### config.mk
export PLATFORM = sky130hd
export DESIGN_NAME = sim_harness_ctrl_flat
export DESIGN_NICKNAME = d
export VERILOG_FILES = /design/src/rtl/sim_harness_ctrl_if.sv /design/src/rtl/sim_harness_ctrl.sv /design/src/flat_wrapper.sv
export SDC_FILE = /design/constraint.sdc
export NUM_CORES = 1
export LEC_CHECK = 0
export CORE_ASPECT_RATIO = 1.25
export CORE_MARGIN = 2
export CORE_UTILIZATION = 38
export CTS_BUF_LIST = sky130_fd_sc_hd__clkbuf_2 sky130_fd_sc_hd__clkbuf_4 sky130_fd_sc_hd__clkbuf_8
export CTS_CLUSTER_SIZE = 16
export DETAILED_ROUTE_END_ITERATION = 8
export PLACE_DENSITY = 0.69
export SETUP_SLACK_MARGIN = 0.15
export SLEW_MARGIN = 20
export SYNTH_ARGS = -nofsm -noshare
export SYNTH_HDL_FRONTEND = slang
export SYNTH_SLANG_ARGS = --single-unit
### constraint.sdc
create_clock -name clk -period 3.05 [get_ports clk]
set_clock_uncertainty 0.2 [all_clocks]
set_input_delay 0.305 -clock clk [delete_from_list [all_inputs] [get_ports clk]]
set_output_delay 0.305 -clock clk [all_outputs]
set_load 0.03 [all_outputs]
### src/rtl/sim_harness_ctrl_if.sv
// Core-side observation bus seen by the test-harness controller.
//   st_valid  store strobe, at most one store per cycle
//   st_addr   store address (AW bits)
//   st_data   store data (DW bits)
//   retire    one instruction retired this cycle
// Modports: master = core side (drives), slave = harness side (observes).
interface sim_harness_ctrl_if #(
    parameter int AW = 32,
    parameter int DW = 32
) ();
    logic          st_valid;
    logic [AW-1:0] st_addr;
    logic [DW-1:0] st_data;
    logic          retire;

    modport master (output st_valid, output st_addr, output st_data, output retire);
    modport slave  (input  st_valid, input  st_addr, input  st_data, input  retire);
endinterface

### src/rtl/sim_harness_ctrl.sv
// Test-harness controller: sequences the core reset, counts run cycles and
// retired instructions, and ends the run on a TOHOST store (pass/fail),
// a cycle-budget timeout, or a retire-starvation hang.
//
// Optional feature: define HARNESS_SIGNATURE_EN to add the store-signature
// output sig (rotate-left-by-one XOR of every store data seen in RUN).
//
// Ports:
//   clk            system clock
//   rst            synchronous active-high reset
//   bus            store/retire observation bus (slave modport)
//   core_rst_n     active-low reset to the core
//   running        high in RUN
//   done           high in any terminal state
//   status         0 busy, 1 pass, 2 fail, 3 timeout/hang
//   hang           with status=3: 1 hang, 0 timeout
//   fail_code      st_data >> 1 captured on fail
//   cycle_count    cycles spent in RUN (saturating)
//   instret_count  retires counted in RUN (saturating)
//   sig            store signature (HARNESS_SIGNATURE_EN only)
//
// state       | meaning
// ------------+------------------------------------------------------
// ST_RESET_SEQ| core held in reset, counting RST_CYCLES
// ST_RUN      | core running, counters active, watching TOHOST
// ST_PASS     | TOHOST store of 1 seen; core frozen
// ST_FAIL     | TOHOST store of odd value != 1 seen; core frozen
// ST_TIMEOUT  | cycle budget exhausted or hang detected; core frozen
module sim_harness_ctrl #(
    parameter int              AW          = 32,
    parameter int              DW          = 32,
    parameter logic [AW-1:0]   TOHOST_ADDR = 32'h0000_1000,
    parameter int              RST_CYCLES  = 4,
    parameter int              MAX_CYCLES  = 1000,
    parameter int              HANG_CYCLES = 64,
    parameter int              CW          = 32
) (
    input  logic                clk,
    input  logic                rst,
    sim_harness_ctrl_if.slave   bus,
    output logic                core_rst_n,
    output logic                running,
    output logic                done,
    output logic [1:0]          status,
    output logic                hang,
    output logic [DW-2:0]       fail_code,
`ifdef HARNESS_SIGNATURE_EN
    output logic [DW-1:0]       sig,
`endif
    output logic [CW-1:0]       cycle_count,
    output logic [CW-1:0]       instret_count
);

    typedef enum logic [2:0] {
        ST_RESET_SEQ = 3'd0,
        ST_RUN       = 3'd1,
        ST_PASS      = 3'd2,
        ST_FAIL      = 3'd3,
        ST_TIMEOUT   = 3'd4
    } state_t;

    localparam logic [1:0] STAT_BUSY    = 2'd0;
    localparam logic [1:0] STAT_PASS    = 2'd1;
    localparam logic [1:0] STAT_FAIL    = 2'd2;
    localparam logic [1:0] STAT_TIMEOUT = 2'd3;

    localparam int RW = $clog2(RST_CYCLES + 1);
    localparam int IW = $clog2(HANG_CYCLES + 1);

    localparam logic [RW-1:0] RST_LAST  = RW'(RST_CYCLES - 1);
    localparam logic [IW-1:0] IDLE_LAST = IW'(HANG_CYCLES - 1);
    localparam logic [CW-1:0] CYC_LAST  = CW'(MAX_CYCLES - 1);

    state_t        state;
    logic [RW-1:0] rst_cnt;
    logic [IW-1:0] idle_cnt;

    logic tohost_hit;
    logic term_store;
    logic pass_store;

    assign tohost_hit = bus.st_valid && (bus.st_addr == TOHOST_ADDR);
    // Even values written to TOHOST are not terminal and are ignored.
    assign term_store = tohost_hit && bus.st_data[0];
    assign pass_store = term_store && (bus.st_data == DW'(1));

    always_ff @(posedge clk) begin
        if (rst) begin
            state         <= ST_RESET_SEQ;
            rst_cnt       <= '0;
            idle_cnt      <= '0;
            core_rst_n    <= 1'b0;
            running       <= 1'b0;
            done          <= 1'b0;
            status        <= STAT_BUSY;
            hang          <= 1'b0;
            fail_code     <= '0;
            cycle_count   <= '0;
            instret_count <= '0;
`ifdef HARNESS_SIGNATURE_EN
            sig           <= '0;
`endif
        end else begin
            case (state)
                ST_RESET_SEQ: begin
                    core_rst_n <= 1'b0;
                    running    <= 1'b0;
                    if (rst_cnt == RST_LAST) begin
                        state      <= ST_RUN;
                        core_rst_n <= 1'b1;
                        running    <= 1'b1;
                    end else begin
                        rst_cnt <= rst_cnt + 1'b1;
                    end
                end

                ST_RUN: begin
                    if (cycle_count != '1)
                        cycle_count <= cycle_count + 1'b1;
                    if (bus.retire && (instret_count != '1))
                        instret_count <= instret_count + 1'b1;
                    idle_cnt <= bus.retire ? '0 : idle_cnt + 1'b1;
`ifdef HARNESS_SIGNATURE_EN
                    if (bus.st_valid)
                        sig <= {sig[DW-2:0], sig[DW-1]} ^ bus.st_data;
`endif
                    // Terminating store beats timeout, which beats hang.
                    if (term_store) begin
                        state      <= pass_store ? ST_PASS : ST_FAIL;
                        status     <= pass_store ? STAT_PASS : STAT_FAIL;
                        if (!pass_store)
                            fail_code <= bus.st_data[DW-1:1];
                        running    <= 1'b0;
                        done       <= 1'b1;
                        core_rst_n <= 1'b0;
                    end else if (cycle_count == CYC_LAST) begin
                        state      <= ST_TIMEOUT;
                        status     <= STAT_TIMEOUT;
                        hang       <= 1'b0;
                        running    <= 1'b0;
                        done       <= 1'b1;
                        core_rst_n <= 1'b0;
                    end else if ((idle_cnt == IDLE_LAST) && !bus.retire) begin
                        state      <= ST_TIMEOUT;
                        status     <= STAT_TIMEOUT;
                        hang       <= 1'b1;
                        running    <= 1'b0;
                        done       <= 1'b1;
                        core_rst_n <= 1'b0;
                    end
                end

                ST_PASS, ST_FAIL, ST_TIMEOUT: begin
                    // Core frozen; results hold until rst.
                    core_rst_n <= 1'b0;
                    running    <= 1'b0;
                    done       <= 1'b1;
                end

                default: begin
                    state         <= ST_RESET_SEQ;
                    rst_cnt       <= '0;
                    idle_cnt      <= '0;
                    core_rst_n    <= 1'b0;
                    running       <= 1'b0;
                    done          <= 1'b0;
                    status        <= STAT_BUSY;
                    hang          <= 1'b0;
                    fail_code     <= '0;
                    cycle_count   <= '0;
                    instret_count <= '0;
`ifdef HARNESS_SIGNATURE_EN
                    sig           <= '0;
`endif
                end
            endcase
        end
    end

endmodule

### src/flat_wrapper.sv
// flat-port wrapper written by rule: the top's interface ports become plain ports
module sim_harness_ctrl_flat 
#(
    parameter int              AW          = 32,
    parameter int              DW          = 32,
    parameter logic [AW-1:0]   TOHOST_ADDR = 32'h0000_1000,
    parameter int              RST_CYCLES  = 4,
    parameter int              MAX_CYCLES  = 1000,
    parameter int              HANG_CYCLES = 64,
    parameter int              CW          = 32
)
  (clk, rst, core_rst_n, running, done, status, hang, fail_code, cycle_count, instret_count, bus_st_valid, bus_st_addr, bus_st_data, bus_retire);
  sim_harness_ctrl_if #(.AW(AW), .DW(DW)) bus_i ();
  input  logic clk;
  input  logic rst;
  output logic core_rst_n;
  output logic running;
  output logic done;
  output logic [1:0] status;
  output logic hang;
  output logic [DW-2:0] fail_code;
  output logic [CW-1:0] cycle_count;
  output logic [CW-1:0] instret_count;
  input wire logic [$bits(bus_i.st_valid)-1:0] bus_st_valid;
  input wire logic [$bits(bus_i.st_addr)-1:0] bus_st_addr;
  input wire logic [$bits(bus_i.st_data)-1:0] bus_st_data;
  input wire logic [$bits(bus_i.retire)-1:0] bus_retire;
  assign bus_i.st_valid = bus_st_valid;
  assign bus_i.st_addr = bus_st_addr;
  assign bus_i.st_data = bus_st_data;
  assign bus_i.retire = bus_retire;
  sim_harness_ctrl #(.AW(AW), .DW(DW), .TOHOST_ADDR(TOHOST_ADDR), .RST_CYCLES(RST_CYCLES), .MAX_CYCLES(MAX_CYCLES), .HANG_CYCLES(HANG_CYCLES), .CW(CW)) u_core (.clk(clk), .rst(rst), .bus(bus_i), .core_rst_n(core_rst_n), .running(running), .done(done), .status(status), .hang(hang), .fail_code(fail_code), .cycle_count(cycle_count), .instret_count(instret_count));
endmodule
==> key figures <==
Worst setup path
  – WP data required: 3.22 ns
  – Crit-path cells: ha_1, nand2_1, or3_1, o31ai_1, o21ai_1, a2111o_1, a21oi_1
  – Delay-heaviest family, CP: compound AO/OA/AOI/OAI gates
  – Worst EP arrival: 2.90 ns
  – Crit. End Element: flip-flop
  – Slowest CP cell: o31ai_1
  – Slowest stage delay, CP: 0.57 ns
  – WS Path Type: reg2reg
  – R2R cell count: 7
  – CP Launch Type: flip-flop
  – CP Max Fanout: 4
  – Critical path depth: 7
  – CP Buf/Inv Count: 0

STA
  – Final setup viols: 0
  – Fmax: 0.366 GHz
  – Tmin final: 2.73 ns
  – Setup Total Neg Slack: 0 ns
  – Final Hold Fails: 0
  – Unrepaired setup endpoints after global routing: no
  – Rel. slew slack: 0.558
  – Least-Margin Pin Slew: 0.659 ns
  – Worst setup slack after layout: 0.318 ns
  – Crit share post-route: 0.896
  – Slew Viols, Final: 0

Clock tree
  – CTS tree: yes
  – CTS Hold Bufs: 0
  – Post CTS Setup Buffer Count: 0
  – H-tree Lvls: 4
  – Clock sinks: 113
  – PostCTS Resize Cnt: 0
  – Clock buffer depth: 2
  – Clock root buffer: clkbuf_8
  – Clock latency on the worst-skew pair: 0.44 ns
  – Worst-path clk slew: 0.07 ns
  – Clock buffer count from CTS: 17

Floorplanning
  – Core outline area: 13800 µm²
  – Site Rows: 48
  – I/O Pins: 169
  – Die height: 137 µm
  – Starting Density: 0.388
  – DIE AREA: 15100 µm²
  – Die W: 110 µm

Pwr
  – Leakage: 2.56 nW
  – Clock power share: 0.442
  – Total power: 3.98 mW
  – Peak supply drop: 296 µV
  – Psw: 1.02 mW
  – Power per cell area: 513 nW/µm²
  – Logic pwr share: 0.163
  – Seq pwr share: 0.394
  – Switching part of the total: 0.257
  – Int Power: 2.96 mW

Synth
  – Syn nets: 725
  – Synth Area in Adders: 0.0117
  – Prevailing post-synth register cell: dfxtp_1
  – Main combinational cell family by area after synthesis: simple AND/OR/NAND/NOR gates
  – Seq/Total Area, Yosys: 0.422
  – Multiplexer share of the synthesized area: 0.00747
  – Xor-xnor portion of the synthesized cell area: 0.0768
  – Warning count from the yosys run: 0
  – Avg Inst Size Synth: 8.22 µm²
  – Compound-gate portion of the synthesized area: 0.112
  – Post-synth ARST share: 0
  – Synthesized flop and latch total: 113
  – Number of flops mapped to enable cells by yosys: 0
  – Simple-gate portion of the synthesized area: 0.335
  – Mapped cell area: 5360 µm²
  – Gate Count Post-Synth: 652
  – Netlist cell types: 50

Placed design
  – Post-Place Cells: 979
  – Gp weighted congestion: 0.798
  – DP Wirelength: 11300 µm
  – Port bufs: 168
  – Pre-CTS WS: 0.296 ns

Finish
  – Most common cell after layout, fill and taps aside: clkdlybuf4s50_1
  – Layout cells sized above 1: 0.0730
  – Fillers: 1283
  – Final core utilization: 0.562
  – Finished Layout Cells: 1011
  – Area grow syn2layout: 45.0%
  – Commonest cells after routing, fill and taps aside: 167 x clkdlybuf4s50_1, 113 x dfxtp_1, 80 x nor2_1
  – Antenna diodes: 0
  – Final-stage net count: 896

Detailed routing
  – Routed vias: 5380
  – Residual DRC: 0
  – Routed WL: 15300 µm
  – Routed Antenna Nets: 0
  – Via/cell ratio: 5.32
  – Length of the first detailed-routing pass in iterations: 5
  – DRT iter0 DRCs: 384
  – DR WL/cell: 15.1 µm

GRT
  – Global route overflow: 0
  – Pin count of the biggest net entering global routing: 62
  – First-pass GRT wire length: 24600 µm
  – Vias in the first global route: 5081
  – Initial antenna violation count: 0
  – Total GRT Usage: 0.207

Hold path
  – Hold Path Depth: 2
  – Hold crit path type: in2reg

Outcome
  – Outcome: completed

Flow run
  – Maxcap violations: 0
## sequential cells by signal (all words and copies together), names as in the netlist
signal / count
u_core.cycle_count: 32
u_core.instret_count: 32
u_core.fail_code: 31
u_core.idle_cnt: 7
u_core.rst_cnt: 3
u_core.state: 3
u_core.status: 2
u_core.core_rst_n: 1
u_core.done: 1
u_core.hang: 1
## per-layer routing
metal / part of all wire / vias to the layer above / GRT usage
met5: 0 / - / 0
met4: 0.012 / 0 / 0.0583
met3: 0.069 / 17 / 0.0752
met2: 0.50 / 159 / 0.360
met1: 0.42 / 2524 / 0.237
li1: - / 2680 / -
## worst paths after layout
check	startpoint	end	slack, ns
setup / recovery	u_core.cycle_count[0]	u_core.state[0]	0.32
hold / removal	rst	u_core.idle_cnt[2]	0.06
setup reg to reg	u_core.cycle_count[0]	u_core.state[0]	0.32
hold reg to reg	u_core.rst_cnt[2]	u_core.rst_cnt[2]	0.26
## power by group through the flow
stage	Clock, mW	Sequential (mW)	Combinational [mW]
floorplan	0	1.65	0.329
global placement	0	1.60	0.628
detailed placement	0	1.60	0.646
CTS	1.80	1.57	0.650
global route	1.86	1.58	0.706
finish	1.76	1.57	0.650
## through the flow
stage	hold slack (ns)	cell area, µm²
after detailed placement	0.258	7270
final	0.0550	7770
after global routing	0.0550	7770
after CTS	0.0224	7770
after global placement	0.241	7270
after floorplan	0.232	5360
## logic make-up (layout without fill, tap and decap cells)
group / after synthesis / count (layout)
multiplexers: 4 / 4
flip-flops: 113 / 113
adder cells (fa/ha/maj): 5 / 5
buffers and inverters: 43 / 227
AND/OR/NAND/NOR: 336 / 336
AO/OA/AOI/OAI: 104 / 104
XOR/XNOR: 47 / 47
## layout make-up
| cell class | instances | area, µm² | share of cell area |
|---|---|---|---|
| multi-input combinational | 496 | 2930 | 0.377 |
| inverter | 9 | 33.8 | 0.00435 |
| clock inverter | 9 | 201 | 0.0259 |
| timing repair buffer | 186 | 1820 | 0.235 |
| clock buffer | 23 | 298 | 0.0383 |
| sequential | 113 | 2260 | 0.291 |
| tap | 175 | 219 | 0.0282 |
## cells in the mapped netlist (2+ instances only)
library cell,n,share of area
dfxtp_1,113,0.42
nor2_1,80,0.056
a21oi_1,60,0.056
nand3_1,51,0.048
nand2_1,40,0.028
xnor2_1,34,0.056
nand2b_1,33,0.039
clkbuf_1,24,0.017
nor4_1,24,0.028
o21ai_0,22,0.021
nand4_1,20,0.023
nor3_1,19,0.018
or3_1,17,0.020
xor2_1,13,0.021
and4_1,11,0.018
and3_1,10,0.012
inv_1,9,0.0063
nor4b_1,9,0.015
nor3b_1,8,0.011
buf_2,5,0.0047
ha_1,5,0.012
and2_1,4,0.0047
mux2i_1,4,0.0075
buf_4,3,0.0042
o2111ai_1,3,0.0049
a22oi_1,2,0.0028
a311oi_1,2,0.0033
nand3b_1,2,0.0028
o21ai_1,2,0.0019
or2_2,2,0.0023
or4_1,2,0.0028
No activity file was read; power rests on OpenSTA's default activity.
